[config.mk]
export PLATFORM = sky130hd
export DESIGN_NAME = sfx_scheduler
export DESIGN_NICKNAME = d
export VERILOG_FILES = /design/src/rtl/apu_pkg.sv /design/src/rtl/sfx_priority_enc.sv /design/src/rtl/sfx_scheduler.sv
export SDC_FILE = /design/constraint.sdc
export NUM_CORES = 1
export LEC_CHECK = 0
export ABC_CLOCK_PERIOD_IN_PS = 1500
export CAP_MARGIN = 10
export CORE_UTILIZATION = 25
export DETAILED_ROUTE_END_ITERATION = 12
export PLACE_DENSITY_LB_ADDON = 0.05
export SLEW_MARGIN = 30
export SYNTH_ARGS = -nofsm -noshare
export SYNTH_HDL_FRONTEND = slang
export SYNTH_SLANG_ARGS = --single-unit
[constraint.sdc]
create_clock -name clk -period 1.5 [get_ports clk]
set_input_delay 0.375 -clock clk [delete_from_list [all_inputs] [get_ports clk]]
set_output_delay 0.375 -clock clk [all_outputs]
set_load 0.01 [all_outputs]
[src/rtl/apu_pkg.sv]
// ---------------------------------------------------------------------------
// apu_pkg
// Definitions shared by the sound-effect scheduler and its priority encoder.
//   NUM_REQ   : number of game-logic requesters.
//   ch_code_e : 2-bit APU channel codes used in the CH_MAP parameter.
//   state_e   : scheduler FSM state encodings.
// ---------------------------------------------------------------------------
package apu_pkg;

   localparam int NUM_REQ = 4;

   typedef enum logic [1:0] {
      CH_SAW    = 2'd0,
      CH_SQUARE = 2'd1,
      CH_NOISE  = 2'd2,
      CH_NONE   = 2'd3   // reserved: requester mapped here never triggers
   } ch_code_e;

   typedef enum logic [1:0] {
      ST_IDLE    = 2'd0,
      ST_ISSUE   = 2'd1,
      ST_PLAYING = 2'd2
   } state_e;

endpackage

[src/rtl/sfx_priority_enc.sv]
// ---------------------------------------------------------------------------
// sfx_priority_enc
// Combinational fixed-priority encoder over the registered pending requests.
// Index 0 is the highest priority.
// Ports:
//   pending   in  [3:0] latched request bits
//   active_id in  [1:0] requester currently owning the scheduler
//   sel       out [1:0] lowest set index of pending (0 when none set)
//   any       out       at least one pending bit set
//   preempt   out       a pending request outranks active_id
// ---------------------------------------------------------------------------
module sfx_priority_enc
   import apu_pkg::*;
(
   input  logic [NUM_REQ-1:0] pending,
   input  logic [1:0]         active_id,
   output logic [1:0]         sel,
   output logic               any,
   output logic               preempt
);

   always_comb begin
      sel     = 2'd0;
      any     = |pending;
      preempt = 1'b0;
      // Scan high to low so the lowest set index is the one left in sel.
      for (int i = NUM_REQ - 1; i >= 0; i--) begin
         if (pending[i]) begin
            sel = 2'(i);
         end
      end
      for (int i = 0; i < NUM_REQ; i++) begin
         if (pending[i] && (2'(i) < active_id)) begin
            preempt = 1'b1;
         end
      end
   end

endmodule

[src/rtl/sfx_scheduler.sv]
// ---------------------------------------------------------------------------
// sfx_scheduler
// Latches one-cycle sound-effect requests from four game-logic sources,
// grants them by fixed priority (req[0] highest), pulses the mapped APU
// trigger for one cycle and then holds the sound for HOLD_FRAMES frame ticks.
// A higher-priority request pre-empts the sound that is playing.
// Parameters:
//   CH_MAP      2-bit channel code per requester, packed {req3,req2,req1,req0}
//               (0 saw, 1 square, 2 noise, 3 none)
//   HOLD_FRAMES frame ticks a granted sound owns the scheduler (1..15)
// Ports:
//   clk            in      system clock
//   reset          in      asynchronous active-high reset
//   frame_tick     in      one-cycle pulse per video frame
//   req            in  [3] request pulses, req[0] highest priority
//   saw_trigger    out     one-cycle pulse to APU saw channel
//   square_trigger out     one-cycle pulse to APU square channel
//   noise_trigger  out     one-cycle pulse to APU noise channel
//   busy           out     high while in ISSUE or PLAYING
//   active_id      out [2] index of the last granted requester
// ---------------------------------------------------------------------------
module sfx_scheduler
   import apu_pkg::*;
#(
   parameter logic [7:0] CH_MAP      = 8'b01_00_01_10,
   parameter int         HOLD_FRAMES = 6
)
(
   input  logic               clk,
   input  logic               reset,
   input  logic               frame_tick,
   input  logic [NUM_REQ-1:0] req,
   output logic               saw_trigger,
   output logic               square_trigger,
   output logic               noise_trigger,
   output logic               busy,
   output logic [1:0]         active_id
);

   state_e               state_q,     state_d;
   logic [NUM_REQ-1:0]   pending_q,   pending_d;
   logic [NUM_REQ-1:0]   pending_clr;
   logic [1:0]           active_id_q, active_id_d;
   logic [3:0]           hold_cnt_q,  hold_cnt_d;
   logic                 saw_q,       saw_d;
   logic                 square_q,    square_d;
   logic                 noise_q,     noise_d;
   logic                 busy_q,      busy_d;

   logic [1:0]           sel;
   logic                 any;
   logic                 preempt;
   ch_code_e             active_ch;

   sfx_priority_enc u_prio (
      .pending   (pending_q),
      .active_id (active_id_q),
      .sel       (sel),
      .any       (any),
      .preempt   (preempt)
   );

   assign active_ch = ch_code_e'(CH_MAP[{active_id_q, 1'b0} +: 2]);

   always_comb begin
      state_d     = state_q;
      active_id_d = active_id_q;
      hold_cnt_d  = hold_cnt_q;
      pending_clr = '0;
      saw_d       = 1'b0;
      square_d    = 1'b0;
      noise_d     = 1'b0;

      case (state_q)
         ST_IDLE: begin
            if (any) begin
               state_d          = ST_ISSUE;
               active_id_d      = sel;
               pending_clr[sel] = 1'b1;
            end
         end

         ST_ISSUE: begin
            // frame_tick is deliberately ignored here; the hold starts fresh.
            case (active_ch)
               CH_SAW:    saw_d    = 1'b1;
               CH_SQUARE: square_d = 1'b1;
               CH_NOISE:  noise_d  = 1'b1;
               default:   ;
            endcase
            hold_cnt_d = 4'(HOLD_FRAMES);
            state_d    = ST_PLAYING;
         end

         ST_PLAYING: begin
            // Pre-emption outranks expiry when both occur in one cycle.
            if (preempt) begin
               state_d          = ST_ISSUE;
               active_id_d      = sel;
               pending_clr[sel] = 1'b1;
            end else if (frame_tick) begin
               hold_cnt_d = hold_cnt_q - 4'd1;
               if (hold_cnt_q == 4'd1) begin
                  state_d = ST_IDLE;
               end
            end
         end

         default: state_d = ST_IDLE;
      endcase

      // A new request arriving on the grant edge survives the clear.
      pending_d = (pending_q & ~pending_clr) | req;
      busy_d    = (state_d != ST_IDLE);
   end

   always_ff @(posedge clk or posedge reset) begin
      if (reset) begin
         state_q     <= ST_IDLE;
         pending_q   <= '0;
         active_id_q <= 2'd0;
         hold_cnt_q  <= 4'd0;
         saw_q       <= 1'b0;
         square_q    <= 1'b0;
         noise_q     <= 1'b0;
         busy_q      <= 1'b0;
      end else begin
         state_q     <= state_d;
         pending_q   <= pending_d;
         active_id_q <= active_id_d;
         hold_cnt_q  <= hold_cnt_d;
         saw_q       <= saw_d;
         square_q    <= square_d;
         noise_q     <= noise_d;
         busy_q      <= busy_d;
      end
   end

   assign saw_trigger    = saw_q;
   assign square_trigger = square_q;
   assign noise_trigger  = noise_q;
   assign busy           = busy_q;
   assign active_id      = active_id_q;

endmodule
Yosys cells after proc, flatten, opt, wreduce, memory -nomap -nowiden
Index checks and enable logic that the tools add are counted.
Word-level totals
  register bits: 16
Operators by class
  reductions and logical operators: 13
  shift operators: 1
  equal/unequal tests: 9
  bitwise operators: 3
  add/subtract/negate cells: 1
  multiplexer cells: 30
  magnitude comparators: 6
Operators with widths (count)
  $mux W2: 10
  $mux W4: 4
  $pmux W4 S2: 2
  $mux W1: 11
  $ne A2 B2 Y1 const B: 4
  $shiftx A8 B4 Y2 const A: 1
  $pmux W2 S3: 1
  $reduce_and A3 Y1: 2
  $reduce_bool A2 Y1: 3
  $logic_and A1 B1 Y1: 5
  $and A4 B4 Y4: 1
  $eq A2 B1 Y1 const B: 2
  $eq A2 B2 Y1 const B: 2
  $eq A4 B1 Y1 const B: 1
  $logic_not A2 Y1: 2
  $lt A1 B2 Y1 const A: 2
  $lt A2 B2 Y1 const A: 2
  $not A4 Y4: 1
  $or A4 B4 Y4: 1
  $pmux W2 S2: 1
  $reduce_or A4 Y1: 1
  $sub A4 B1 Y4 const B: 1
  $lt A2 B3 Y1 const B: 1
  $demux W1 S2: 1
  $ge A2 B1 Y1 const B: 1

Logic depth before layout (Yosys ltp)
  depth after elaboration: 13
  depth in mapped cells: 6

Hierarchy
From an unflattened synthesis, not the netlist that was laid out.
Unflattened totals
  cell total of the unflattened synthesis: 80
  area, all modules: 803.3 um^2
By module, submodules not included
  sfx_scheduler: area each 758.2 um^2, sequential area each 400.4 um^2, instances 1, cells an instance 70
  sfx_priority_enc: area each 45.0 um^2, sequential area each 0.0 um^2, instances 1, cells an instance 10

Worst setup path before layout
Ideal clock, no wire load.
  kind: register to register
  start: register active_id_q[0], in the netlist active_id[0]
  end: register hold_cnt_q[0]
  clock period less this slack: 1465 ps
  cell stages (with the launch flop): 6
  arrival time: 1341 ps
  buffers on the path: 1
  slack: 35 ps
  cell sequence: dfrtp_1 -> a21o_1 -> a21oi_2 -> buf_6 -> a31oi_4 -> a211o_1
On the way
  word-level cells in the longest chain between the ends: 8
  elaborated cells between the ends (all ways): 14
Ends and longest elaborated chain
  from (decl): RTL line sfx_scheduler.sv:43  | logic [1:0] active_id_q, active_id_d;
  from (signal assigned): RTL line sfx_scheduler.sv:130  | active_id_q <= active_id_d;
  $lt A1 B2 Y1: RTL line sfx_priority_enc.sv:33  | if (pending[i] && (2'(i) < active_id)) begin
  $logic_and A1 B1 Y1: RTL line sfx_priority_enc.sv:33
  $mux W1 (3 in a row): RTL line sfx_priority_enc.sv:33
  $mux W1 *: RTL line sfx_priority_enc.sv:33
  $ne A2 B2 Y1 (no line) *
  $reduce_and A3 Y1 (no line) *
  to (signal assigned): RTL line sfx_scheduler.sv:131  | hold_cnt_q <= hold_cnt_d;
  to (decl): RTL line sfx_scheduler.sv:44  | logic [3:0] hold_cnt_q, hold_cnt_d;
Every way passes the cells marked *; elsewhere a longest branch is shown, timed or not.
A chain may end at the register's enable or synchronous reset.

Worst setup path in the final report
Same ends and word-level chain as after synthesis.

==> reports/metrics.csv <==
stage,metric,value,unit
power_and_ir_drop,leakage,0.534,nW
place,DP HPWL,1380,um
clock_network,H-tree Lvls,1,
place,dpl cells,153,
clock_network,CTS Root Cell,clkbuf_4,
cells_and_area,fin nets,130,
timing,max-slew violations,0,
floorplan,total die area,0.00361,mm^2
synthesis,Synth area leaders,"dfrtp_1, a21o_1, nor2_1",
drt,final wirelength,1940,um
global_routing,initial antenna violation count,0,
global_routing,M2 GR Usage,18.1,%
clock_network,"Reg clk slew, reported paths",0.09,ns
place,pre-CTS setup slack,-0.129,ns
timing,Final Hold Fails,0,
setup_path,Worst Reg2Reg Path Length in Cells,6,
setup_path,worst path required time,1.67,ns
cells_and_area,ant diodes,0,
timing,Final Hold Slack,0.392,ns
drt,DRT iter0 DRCs,11,
setup_path,CP Capture Type,register,
timing,Final setup viols,0,
global_routing,met3 usage,4.55,%
setup_path,critical setup path kind,register to register,
power_and_ir_drop,Max VDD drop,0.504,mV
power_and_ir_drop,power per cell area,1670,mW/mm^2
cells_and_area,share of cells above drive strength 1,24.2,%
floorplan,Core Region,0.00313,mm^2
synthesis,cell taking the most area after synthesis,dfrtp_1,
synthesis,syn_nets,96,
global_routing,first-pass GRT wire length,3150,um
drt,total number of vias,753,
clock_network,clock buffer depth,2,
setup_path,Worst Setup SP,active_id[0]$_DFFE_PP0P_,
global_routing,met1 GRT Util,16.4,%
synthesis,Synth Instances,87,
timing,clk_skew,0.00304,ns
synthesis,YS warnings,0,
clock_network,TritonCTS clock tree,done,
setup_path,CP Launch Type,register,
place,routability cong.,0.780,
drt,per-cell routed wire length,11.8,um
synthesis,sequential fraction of the synthesis area,47.4,%
place,Port Buf Inserts,12,
cells_and_area,Syn-to-layout area delta,42.8,%
floorplan,I/O Pins,13,
job,Max-Cap Viols,0,
setup_path,Worst R2R Start,active_id[0]$_DFFE_PP0P_,
timing,"Period Utilization, post-route",99.2,%
timing,"Min Clock Period, post-route",1.49,ns
setup_path,register-to-register setup slack,0.01,ns
drt,Antenna Nets Post-Route,0,
outcome,status,finished clean,
synthesis,syn_area_per_cell,9.71,um^2
place,Placed Area,0.00111,mm^2
global_routing,gr usage total,12.0,%
global_routing,GRT Residual Overflow,0,
timing,Max-slew headroom,69.4,%
synthesis,Post-Synthesis Cell Area,845,um^2
floorplan,Initial Util,27.0,%
cells_and_area,non-filler instance count after layout,164,
setup_path,CP Max Fanout,7,
clock_network,Num CTS Buffers,3,
synthesis,Yosys top cell area share,47.4,%
synthesis,Yosys reg bits,16,
floorplan,Core Rows,20,
timing,Max Freq,0.672,GHz
setup_path,Critical R2R Capture,hold_cnt_q[0]$_DFFE_PP0P_,
cells_and_area,utilization after layout,38.6,%
floorplan,die height,60.1,um
min_path,worst min path class,input pin to asynchronous set/reset pin,
timing,RSZ-0062 raised after global routing,true,
drt,Initial DRT Pass Iterations,4,
clock_network,clock sink count,16,
global_routing,largest net degree at the start of global routing,17,
cells_and_area,post-route cell area,0.00121,mm^2
timing,final worst slack,0.0123,ns
clock_network,worst skew pair latency,0.29,ns
drt,DRC errors left,0,
synthesis,Synth cell types,34,
drt,via-per-instance ratio,4.59,
global_routing,vias in the first global route,694,
timing,Worst Tran Pin Value,0.456,ns
floorplan,Die X-Extent,60.1,um
setup_path,Worst EP arrival,1.66,ns
global_routing,Most Crowded Layer GR,met2,
## worst max-delay path by stage
stage | endpoint | slack [ns]
finish | hold_cnt_q[0]$_DFFE_PP0P_ | 0.01
floorplan | hold_cnt_q[0]$_DFFE_PP0P_ | 0.04
CTS | hold_cnt_q[0]$_DFFE_PP0P_ | -0.08
global placement | busy$_DFF_PP0_ | -0.09
global route | active_id[0]$_DFFE_PP0P_ | -0.04
detailed placement | busy$_DFF_PP0_ | -0.13
## metrics by stage
stage / total power [mW] / TNS (ns)
after floorplan: 1.21 / 0
after global routing: 2.16 / -0.113
final: 2.02 / 0
after detailed placement: 1.62 / -0.339
after global placement: 1.63 / -0.255
after CTS: 1.90 / -0.0843
## routing by layer
layer | up-vias | part of all wire (%) | routed length (um)
met1 | 358 | 49 | 955
met2 | 14 | 46 | 887
met4 | 0 | 0.77 | 15
li1 | 379 | - | -
met5 | - | 0 | 0
met3 | 2 | 4.3 | 84
## sequential cells by signal, indices dropped and copies added, names as in the netlist
signal / cells
active_id: 2
saw_trigger: 1
busy: 1
square_trigger: 1
hold_cnt_q: 4
pending_q: 4
noise_trigger: 1
state_q: 2
## placed cells by master (no fill, tap or decap), drive strengths merged, types with 2 or more instances in the layout
| cell | netlist | routed |
|---|---|---|
| a21boi | 2 | 2 |
| a21o | 6 | 6 |
| a21oi | 2 | 2 |
| a31oi | 2 | 2 |
| and4 | 2 | 2 |
| buf | 3 | 20 |
| clkbuf | 0 | 4 |
| clkdlybuf4s50 | 0 | 6 |
| dfrtp | 16 | 16 |
| dlygate4sd2 | 0 | 5 |
| ha | 2 | 2 |
| inv | 6 | 6 |
| nand2 | 6 | 6 |
| nand2b | 2 | 2 |
| nand4 | 2 | 2 |
| nor2 | 11 | 11 |
| nor2b | 2 | 2 |
| nor3 | 5 | 5 |
| o21ai | 6 | 6 |
## logic make-up (layout without fill, tap and decap cells)
kind of cell	Yosys count	after routing	synth area share, %
fa+ha+maj	2	2	2.96
compound gates	25	25	23.1
simple gates	35	35	21.3
flops	16	16	47.4
buf+inv	9	42	5.18
## cells in the mapped netlist
master    number
a41oi_1        1
nand2b_1       2
nor3_1         5
a21oi_1        1
nor2b_1        2
a21oi_2        1
inv_1          5
o21ai_1        3
ha_1           2
buf_6          1
o21a_1         1
nand4_1        2
nand2_1        6
o21bai_1       1
o311ai_1       1
a21o_1         6
nor4bb_1       1
and4_2         1
and3_1         1
dfrtp_1       16
and4_1         1
buf_2          2
a21boi_1       2
nor2_1        11
a221oi_2       1
o211ai_1       1
a31oi_1        1
a31oi_4        1
nor3b_1        1
o21ai_0        3
inv_2          1
nand3_1        1
or3_1          1
a211o_1        1
## report_power, final
part / leakage (nW) / switching (mW) / internal (mW) / total [mW]
combinational: 0.327 / 0.530 / 0.559 / 1.09
clock: 0.0210 / 0.134 / 0.148 / 0.282
sequential: 0.186 / 0.0931 / 0.555 / 0.648
total: 0.534 / 0.757 / 1.26 / 2.02
## worst max-delay path, stage by stage (launching register included)
cell and delay, ns:
dfrtp_1 0.42, buf_6 0.13, a21o_1 0.17, a21oi_2 0.18, buf_12 0.14, a31oi_4 0.08, a211o_1 0.26
## layout make-up
type / instances / area [um^2]
Tap cell: 44 / 55.1
Fill cell: 323 / 1920
Inverter: 6 / 22.5
Clock buffer: 4 / 36.3
Multi-Input combinational cell: 62 / 412
Timing Repair Buffer: 32 / 280
Sequential cell: 16 / 400
## repair_timing
item	CTS	global route
setup endpoints to repair	6	3
pin swaps	1	4
hold buffers	0	0
gates cloned	0	0
resized for setup	6	3
buffers inserted	2	5
(Power assumes the default switching activity.)
